--- config.mk ---
export PLATFORM = sky130hd
export DESIGN_NAME = maze_gen_sequencer_flat
export DESIGN_NICKNAME = d
export VERILOG_FILES = /design/src/rtl/maze_pkg.sv /design/src/rtl/maze_gen_sequencer_if.sv /design/src/rtl/maze_gen_sequencer_row_popcount.sv /design/src/rtl/maze_gen_sequencer.sv /design/src/flat_wrapper.sv
export SDC_FILE = /design/constraint.sdc
export NUM_CORES = 1
export LEC_CHECK = 0
export BUFFER_PORTS_ARGS = -buffer_cell sky130_fd_sc_hd__clkbuf_2
export CAP_MARGIN = 20
export CORE_AREA = 2 2 213 215
export DETAILED_ROUTE_END_ITERATION = 6
export DIE_AREA = 0 0 215 217
export PLACE_DENSITY_LB_ADDON = 0.1
export SYNTH_ARGS = -nofsm -noshare
export SYNTH_HDL_FRONTEND = slang
export SYNTH_SLANG_ARGS = --single-unit
--- constraint.sdc ---
create_clock -name clk -period 9.15 [get_ports clk]
set_input_delay 1.83 -clock clk [delete_from_list [all_inputs] [get_ports clk]]
set_output_delay 1.83 -clock clk [all_outputs]
set_load 0.005 [all_outputs]
--- src/rtl/maze_pkg.sv ---
// Shared maze geometry, sequencer defaults and FSM state encoding
// for the maze generation sequencer.
package maze_pkg;

  localparam int MAZE_W     = 16;
  localparam int MAZE_H     = 16;
  localparam int MAZE_CELLS = 256;

  localparam int DEF_START_HOLD  = 4;
  localparam int DEF_MIN_OPEN    = 64;
  localparam int DEF_MAX_RETRY   = 7;
  localparam int DEF_WDOG_CYCLES = 4096;

  localparam logic [2:0] ENC_IDLE    = 3'd0;
  localparam logic [2:0] ENC_START   = 3'd1;
  localparam logic [2:0] ENC_RUN     = 3'd2;
  localparam logic [2:0] ENC_CAPTURE = 3'd3;
  localparam logic [2:0] ENC_COUNT   = 3'd4;
  localparam logic [2:0] ENC_CHECK   = 3'd5;
  localparam logic [2:0] ENC_READY   = 3'd6;

  typedef enum logic [2:0] {
    ST_IDLE    = ENC_IDLE,
    ST_START   = ENC_START,
    ST_RUN     = ENC_RUN,
    ST_CAPTURE = ENC_CAPTURE,
    ST_COUNT   = ENC_COUNT,
    ST_CHECK   = ENC_CHECK,
    ST_READY   = ENC_READY
  } seq_state_e;

endpackage

--- src/rtl/maze_gen_sequencer_if.sv ---
// Requester-side bundle of the maze sequencer: request/ack handshake plus
// the validated maze and its status.
interface maze_gen_sequencer_if;
  import maze_pkg::*;

  logic                  gen_req;
  logic                  maze_ack;
  logic [MAZE_CELLS-1:0] maze_out;
  logic                  maze_valid;
  logic [8:0]            open_count;
  logic [2:0]            retry_count;
  logic                  busy;
  logic                  wdog_err;

  modport master (
    output gen_req, maze_ack,
    input  maze_out, maze_valid, open_count, retry_count, busy, wdog_err
  );

  modport slave (
    input  gen_req, maze_ack,
    output maze_out, maze_valid, open_count, retry_count, busy, wdog_err
  );

endinterface

--- src/rtl/maze_gen_sequencer_row_popcount.sv ---
// Combinational popcount of one 16-cell maze row (0..16).
module maze_row_popcount
  import maze_pkg::*;
(
  input  logic [MAZE_W-1:0] row_i,
  output logic [4:0]        count_o
);

  // Ripple sum of the open cells in the row
  always_comb begin
    count_o = 5'd0;
    for (int i = 0; i < MAZE_W; i++) begin
      count_o = count_o + {4'd0, row_i[i]};
    end
  end

endmodule

--- src/rtl/maze_gen_sequencer.sv ---
// Sequences the maze carver, scores the snapshot and hands a validated maze
// to the requester. Optional RUN watchdog: define MAZE_SEQ_WATCHDOG_EN.
module maze_gen_sequencer
  import maze_pkg::*;
#(
  parameter int START_HOLD = DEF_START_HOLD,
  parameter int MIN_OPEN   = DEF_MIN_OPEN,
  parameter int MAX_RETRY  = DEF_MAX_RETRY
) (
  input  logic                  clk,
  input  logic                  reset,
  maze_gen_sequencer_if.slave   req,
  input  logic                  carver_finish,
  input  logic [MAZE_CELLS-1:0] carver_maze,
  output logic                  carver_start
);

  localparam logic [12:0] HOLD_LAST = 13'(START_HOLD - 1);
`ifdef MAZE_SEQ_WATCHDOG_EN
  localparam logic [12:0] WDOG_LAST = 13'(DEF_WDOG_CYCLES - 1);
`endif

  seq_state_e            state_q, state_d;
  logic [12:0]           cnt_q, cnt_d;
  logic [8:0]            acc_q, acc_d;
  logic [2:0]            retry_q, retry_d;
  logic [MAZE_CELLS-1:0] maze_q, maze_d;
  logic [8:0]            open_q, open_d;
  logic                  wdog_q, wdog_d;
  logic                  start_q, valid_q, busy_q;
  logic [MAZE_W-1:0]     row_s;
  logic [4:0]            row_cnt_s;
  logic [8:0]            sum_s;

  // cnt_q doubles as START hold counter, RUN cycle counter and COUNT row index
  assign row_s = maze_q[{cnt_q[3:0], 4'd0} +: MAZE_W];
  assign sum_s = acc_q + {4'd0, row_cnt_s};

  maze_row_popcount u_row_popcount (
    .row_i   (row_s),
    .count_o (row_cnt_s)
  );

  // Next-state and datapath update
  always_comb begin
    state_d = state_q;
    cnt_d   = cnt_q;
    acc_d   = acc_q;
    retry_d = retry_q;
    maze_d  = maze_q;
    open_d  = open_q;
    wdog_d  = wdog_q;
    case (state_q)
      ST_IDLE: begin
        if (req.gen_req) begin
          state_d = ST_START;
          retry_d = 3'd0;
          cnt_d   = 13'd0;
        end else begin
          state_d = ST_IDLE;
        end
      end
      ST_START: begin
        if ((cnt_q >= HOLD_LAST) && !carver_finish) begin
          state_d = ST_RUN;
          cnt_d   = 13'd0;
        end else if (cnt_q < HOLD_LAST) begin
          cnt_d = cnt_q + 13'd1;
        end else begin
          cnt_d = cnt_q;
        end
      end
      ST_RUN: begin
        // A finish seen on the first RUN cycle is the stale flag from the last run
        if ((cnt_q != 13'd0) && carver_finish) begin
          state_d = ST_CAPTURE;
`ifdef MAZE_SEQ_WATCHDOG_EN
        end else if (cnt_q == WDOG_LAST) begin
          wdog_d = 1'b1;
          cnt_d  = 13'd0;
          if (retry_q == 3'(MAX_RETRY)) begin
            state_d = ST_READY;
          end else begin
            retry_d = retry_q + 3'd1;
            state_d = ST_START;
          end
        end else begin
          cnt_d = cnt_q + 13'd1;
        end
`else
        end else begin
          cnt_d = 13'd1;
        end
`endif
      end
      ST_CAPTURE: begin
        maze_d  = carver_maze;
        cnt_d   = 13'd0;
        acc_d   = 9'd0;
        state_d = ST_COUNT;
      end
      ST_COUNT: begin
        acc_d = sum_s;
        if (cnt_q[3:0] == 4'd15) begin
          open_d  = sum_s;
          state_d = ST_CHECK;
        end else begin
          cnt_d = cnt_q + 13'd1;
        end
      end
      ST_CHECK: begin
        if ((open_q >= 9'(MIN_OPEN)) || (retry_q == 3'(MAX_RETRY))) begin
          state_d = ST_READY;
        end else begin
          retry_d = retry_q + 3'd1;
          cnt_d   = 13'd0;
          state_d = ST_START;
        end
      end
      ST_READY: begin
        if (req.maze_ack && req.gen_req) begin
          retry_d = 3'd0;
          cnt_d   = 13'd0;
          state_d = ST_START;
        end else if (req.maze_ack) begin
          state_d = ST_IDLE;
        end else begin
          state_d = ST_READY;
        end
      end
      default: begin
        state_d = ST_IDLE;
      end
    endcase
  end

  // State, datapath and registered outputs (outputs follow the next state)
  always_ff @(posedge clk) begin
    if (reset) begin
      state_q <= ST_IDLE;
      cnt_q   <= 13'd0;
      acc_q   <= 9'd0;
      retry_q <= 3'd0;
      maze_q  <= '0;
      open_q  <= 9'd0;
      wdog_q  <= 1'b0;
      start_q <= 1'b0;
      valid_q <= 1'b0;
      busy_q  <= 1'b0;
    end else begin
      state_q <= state_d;
      cnt_q   <= cnt_d;
      acc_q   <= acc_d;
      retry_q <= retry_d;
      maze_q  <= maze_d;
      open_q  <= open_d;
      wdog_q  <= wdog_d;
      start_q <= (state_d == ST_START);
      valid_q <= (state_d == ST_READY);
      busy_q  <= (state_d != ST_IDLE) && (state_d != ST_READY);
    end
  end

  assign carver_start    = start_q;
  assign req.maze_out    = maze_q;
  assign req.maze_valid  = valid_q;
  assign req.open_count  = open_q;
  assign req.retry_count = retry_q;
  assign req.busy        = busy_q;
  assign req.wdog_err    = wdog_q;

endmodule

--- src/flat_wrapper.sv ---
// flat-port wrapper written by rule: the top's interface ports become plain ports
module maze_gen_sequencer_flat import maze_pkg::*;
#(
  parameter int START_HOLD = DEF_START_HOLD,
  parameter int MIN_OPEN   = DEF_MIN_OPEN,
  parameter int MAX_RETRY  = DEF_MAX_RETRY
)
  (clk, reset, carver_finish, carver_maze, carver_start, req_gen_req, req_maze_ack, req_maze_out, req_maze_valid, req_open_count, req_retry_count, req_busy, req_wdog_err);
  maze_gen_sequencer_if req_i ();
  input  logic clk;
  input  logic reset;
  input  logic carver_finish;
  input  logic [MAZE_CELLS-1:0] carver_maze;
  output logic carver_start;
  input wire logic [$bits(req_i.gen_req)-1:0] req_gen_req;
  input wire logic [$bits(req_i.maze_ack)-1:0] req_maze_ack;
  output wire logic [$bits(req_i.maze_out)-1:0] req_maze_out;
  output wire logic [$bits(req_i.maze_valid)-1:0] req_maze_valid;
  output wire logic [$bits(req_i.open_count)-1:0] req_open_count;
  output wire logic [$bits(req_i.retry_count)-1:0] req_retry_count;
  output wire logic [$bits(req_i.busy)-1:0] req_busy;
  output wire logic [$bits(req_i.wdog_err)-1:0] req_wdog_err;
  assign req_i.gen_req = req_gen_req;
  assign req_i.maze_ack = req_maze_ack;
  assign req_maze_out = req_i.maze_out;
  assign req_maze_valid = req_i.maze_valid;
  assign req_open_count = req_i.open_count;
  assign req_retry_count = req_i.retry_count;
  assign req_busy = req_i.busy;
  assign req_wdog_err = req_i.wdog_err;
  maze_gen_sequencer #(.START_HOLD(START_HOLD), .MIN_OPEN(MIN_OPEN), .MAX_RETRY(MAX_RETRY)) u_core (.clk(clk), .reset(reset), .req(req_i), .carver_finish(carver_finish), .carver_maze(carver_maze), .carver_start(carver_start));
endmodule
==> flow_metrics.tcl <==
set metrics [dict create \
    viasPerCell 4.94 \
    cts_setup_buffers 0 \
    nets 2267 \
    ctsHoldBuffers 0 \
    first_iter_violations 1002 \
    p_per_area_mw_per_mm2 170 \
    yosysTopAreaCellShare_pct 44.8 \
    cts-resized-gates 0 \
    clkTransAtPathRegs_ns 0.06 \
    netlist_area_mm2 0.0132 \
    min_period_ns 6.79 \
    grt_max_degree 174 \
    slew_violations 0 \
    async_reset_ff_share_pct 0 \
    firstDrtPassIters 5 \
    core_region_area_mm2 0.0447 \
    synth_seq_cells 296 \
    skew_ns 0.0111 \
    final.setup.tns_ns 0 \
    clockBufferDepth 3 \
    status "complete, no violations" \
    cts_buffers 38 \
    power.leakage_nw 7.04 \
    critPathKind "reg2reg" \
    clkLatencyLatePin_ns 0.55 \
    wire_per_inst_um 21.7 \
    area_growth_pct 33.0 \
    hpwlAfterDp_mm 42.3 \
    grt_overflow 0 \
    clkSinkCount 296 \
    fmax_ghz 0.147 \
    root_buffer "clkbuf_16" \
    start_util_pct 29.6 \
    synth_ff_type "dfxtp_1" \
    synth_common_cells "537 x nand2_1, 296 x dfxtp_1, 276 x a21oi_1" \
    yosysMostFrequentCell "nand2_1" \
    hold_class "reg2reg" \
    fin_util_pct 39.3 \
    min_period_over_period_pct 74.2 \
    ir_worst_vdd_v 0.0000953 \
    die_w_um 215 \
    yosys-top-cells-area "dfxtp_1 45%, nand2_1 15%, mux4_2 14%" \
    crit_fanout 36 \
    grt_pass1_vias 12700 \
    vias 12900 \
    ant_nets 0 \
    slew_headroom_pct 26.1 \
    rsz0062_at_grt "no" \
    grt_usage_pct 23.5 \
    drc 0 \
    hold_violations 0 \
    end_kind "flip-flop" \
    netlist_instances 1522 \
    syn_nets 1811 \
    place.gp.congestion 0.857 \
    synth_seq_area_share_pct 44.8 \
    h-tree-depth 2 \
    p_total_mw 2.99 \
    portBuffers 531 \
    yosys.area.top_type "dfxtp_1" \
    setup_violations 0 \
    io_pins 533 \
    ys_warn_count 0 \
    rows 78 \
    tightest_slew_ns 1.11 \
    layout-drive-gt1-share_pct 34.7 \
    grt_pass1_wl_mm 82.7 \
    fp.dieH_um 217 \
    syn_avg_cell_area_um2 8.69 \
    critPathLaunchType "flip-flop" \
    synth_edf_count 0 \
    required_ns 9.61 \
    antenna_found_initial 9 \
    ys_types 61 \
    dieArea_mm2 0.0467 \
    cp_data_arrival_time_ns 7.25 \
    routed_wl_mm 56.6 \
    maxCapViolCount 0 \
    cts_tree "yes" \
]
-- report_power, final --
part | leakage, nW | internal [mW] | total, mW | switching, mW
Combinational | 4.02 | 0.0681 | 0.134 | 0.0661
Clock | 0.634 | 0.959 | 1.55 | 0.593
Sequential | 2.38 | 1.29 | 1.30 | 0.0123
-- cell type report --
type | count | area, um2
Clock inverter | 11 | 139
Antenna cell | 6 | 15.0
Clock buffer | 58 | 1160
Sequential cell | 296 | 5930
Multi-Input combinational cell | 1073 | 6720
Fill cell | 4692 | 27100
Tap cell | 600 | 751
Inverter | 29 | 109
Timing Repair Buffer | 540 | 2760
-- per-stage QoR --
stage                     hold WS, ns  std cells  setup WS (ns)  instance area [um2]
after floorplan                 0.453       1522           3.03                13200
after global placement          0.451       2538           2.35                16300
after detailed placement        0.451       2538           2.27                16300
after CTS                       0.459       2607           2.25                17600
after global routing            0.474       2611           1.92                17600
final                           0.457       2613           2.36                17600
-- metal layers --
metal  wire length, um  GRT usage [%]
met2             26900           38.7
met1             23600           29.3
met3              4330           6.67
met5                35              0
met4              1800           9.15
-- worst paths after layout --
kind,startpoint,to,slack [ns],depth (start not counted)
min reg2reg,u_core.req.open_count[0]$_SDFFE_PP0P_,u_core.req.open_count[0]$_SDFFE_PP0P_,0.46,2
max,u_core.cnt_q[0]$_SDFFE_PP0P_,u_core.req.open_count[6]$_SDFFE_PP0P_,2.36,16
min,u_core.req.open_count[0]$_SDFFE_PP0P_,u_core.req.open_count[0]$_SDFFE_PP0P_,0.46,2
max reg2reg,u_core.cnt_q[0]$_SDFFE_PP0P_,u_core.req.open_count[6]$_SDFFE_PP0P_,2.36,16
-- cell usage in the layout, fill, tap and decap left out, drive strengths merged, types with 4 or more instances in the layout --
cell type	Yosys	final
ha	16	16
clkinv	0	6
mux4	80	80
nand2	537	537
a31oi	6	6
nand4	10	10
o21ai	6	6
buf	19	10
or4	5	5
nor4	5	5
clkbuf	105	588
nor2	25	25
and3	4	4
nand2b	4	4
a211oi	4	4
fa	12	12
nor3	6	6
nand3	5	5
a311oi	4	4
diode	0	6
dfxtp	296	296
inv	29	29
nor2b	5	5
a22oi	8	8
and2	5	5
a21oi	276	276
-- worst max-delay path, stage by stage (launching register included) --
cell	delay [ns]
dfxtp_4	0.81
buf_4	0.50
mux4_2	0.62
mux4_2	0.52
fa_1	0.58
fa_1	0.45
fa_1	0.55
inv_1	0.06
fa_1	0.53
inv_1	0.06
fa_1	0.46
fa_1	0.42
a21o_1	0.18
a21oi_1	0.32
o21a_1	0.27
o21ai_0	0.11
a311oi_1	0.25
-- state kept, by name (all words and copies together) (netlist names) --
register	flops
u_core.req.open_count	9
u_core.acc_q	9
u_core.req.busy	1
u_core.state_q	3
u_core.req.maze_valid	1
u_core.req.retry_count	3
u_core.req.maze_out	256
u_core.cnt_q	13
u_core.carver_start	1
-- cell families after synthesis --
group           after synthesis  synth area share [%]
buf+inv                     153                  4.51
compound gates              335                  13.9
fa+ha+maj                    28                  3.33
simple gates                622                  19.2
flops                       296                  44.8
xor+xnor                      3                 0.199
mux                          84                  13.9
other cells                   1                0.0284
Note: power is estimated with default switching activity, not from simulation.
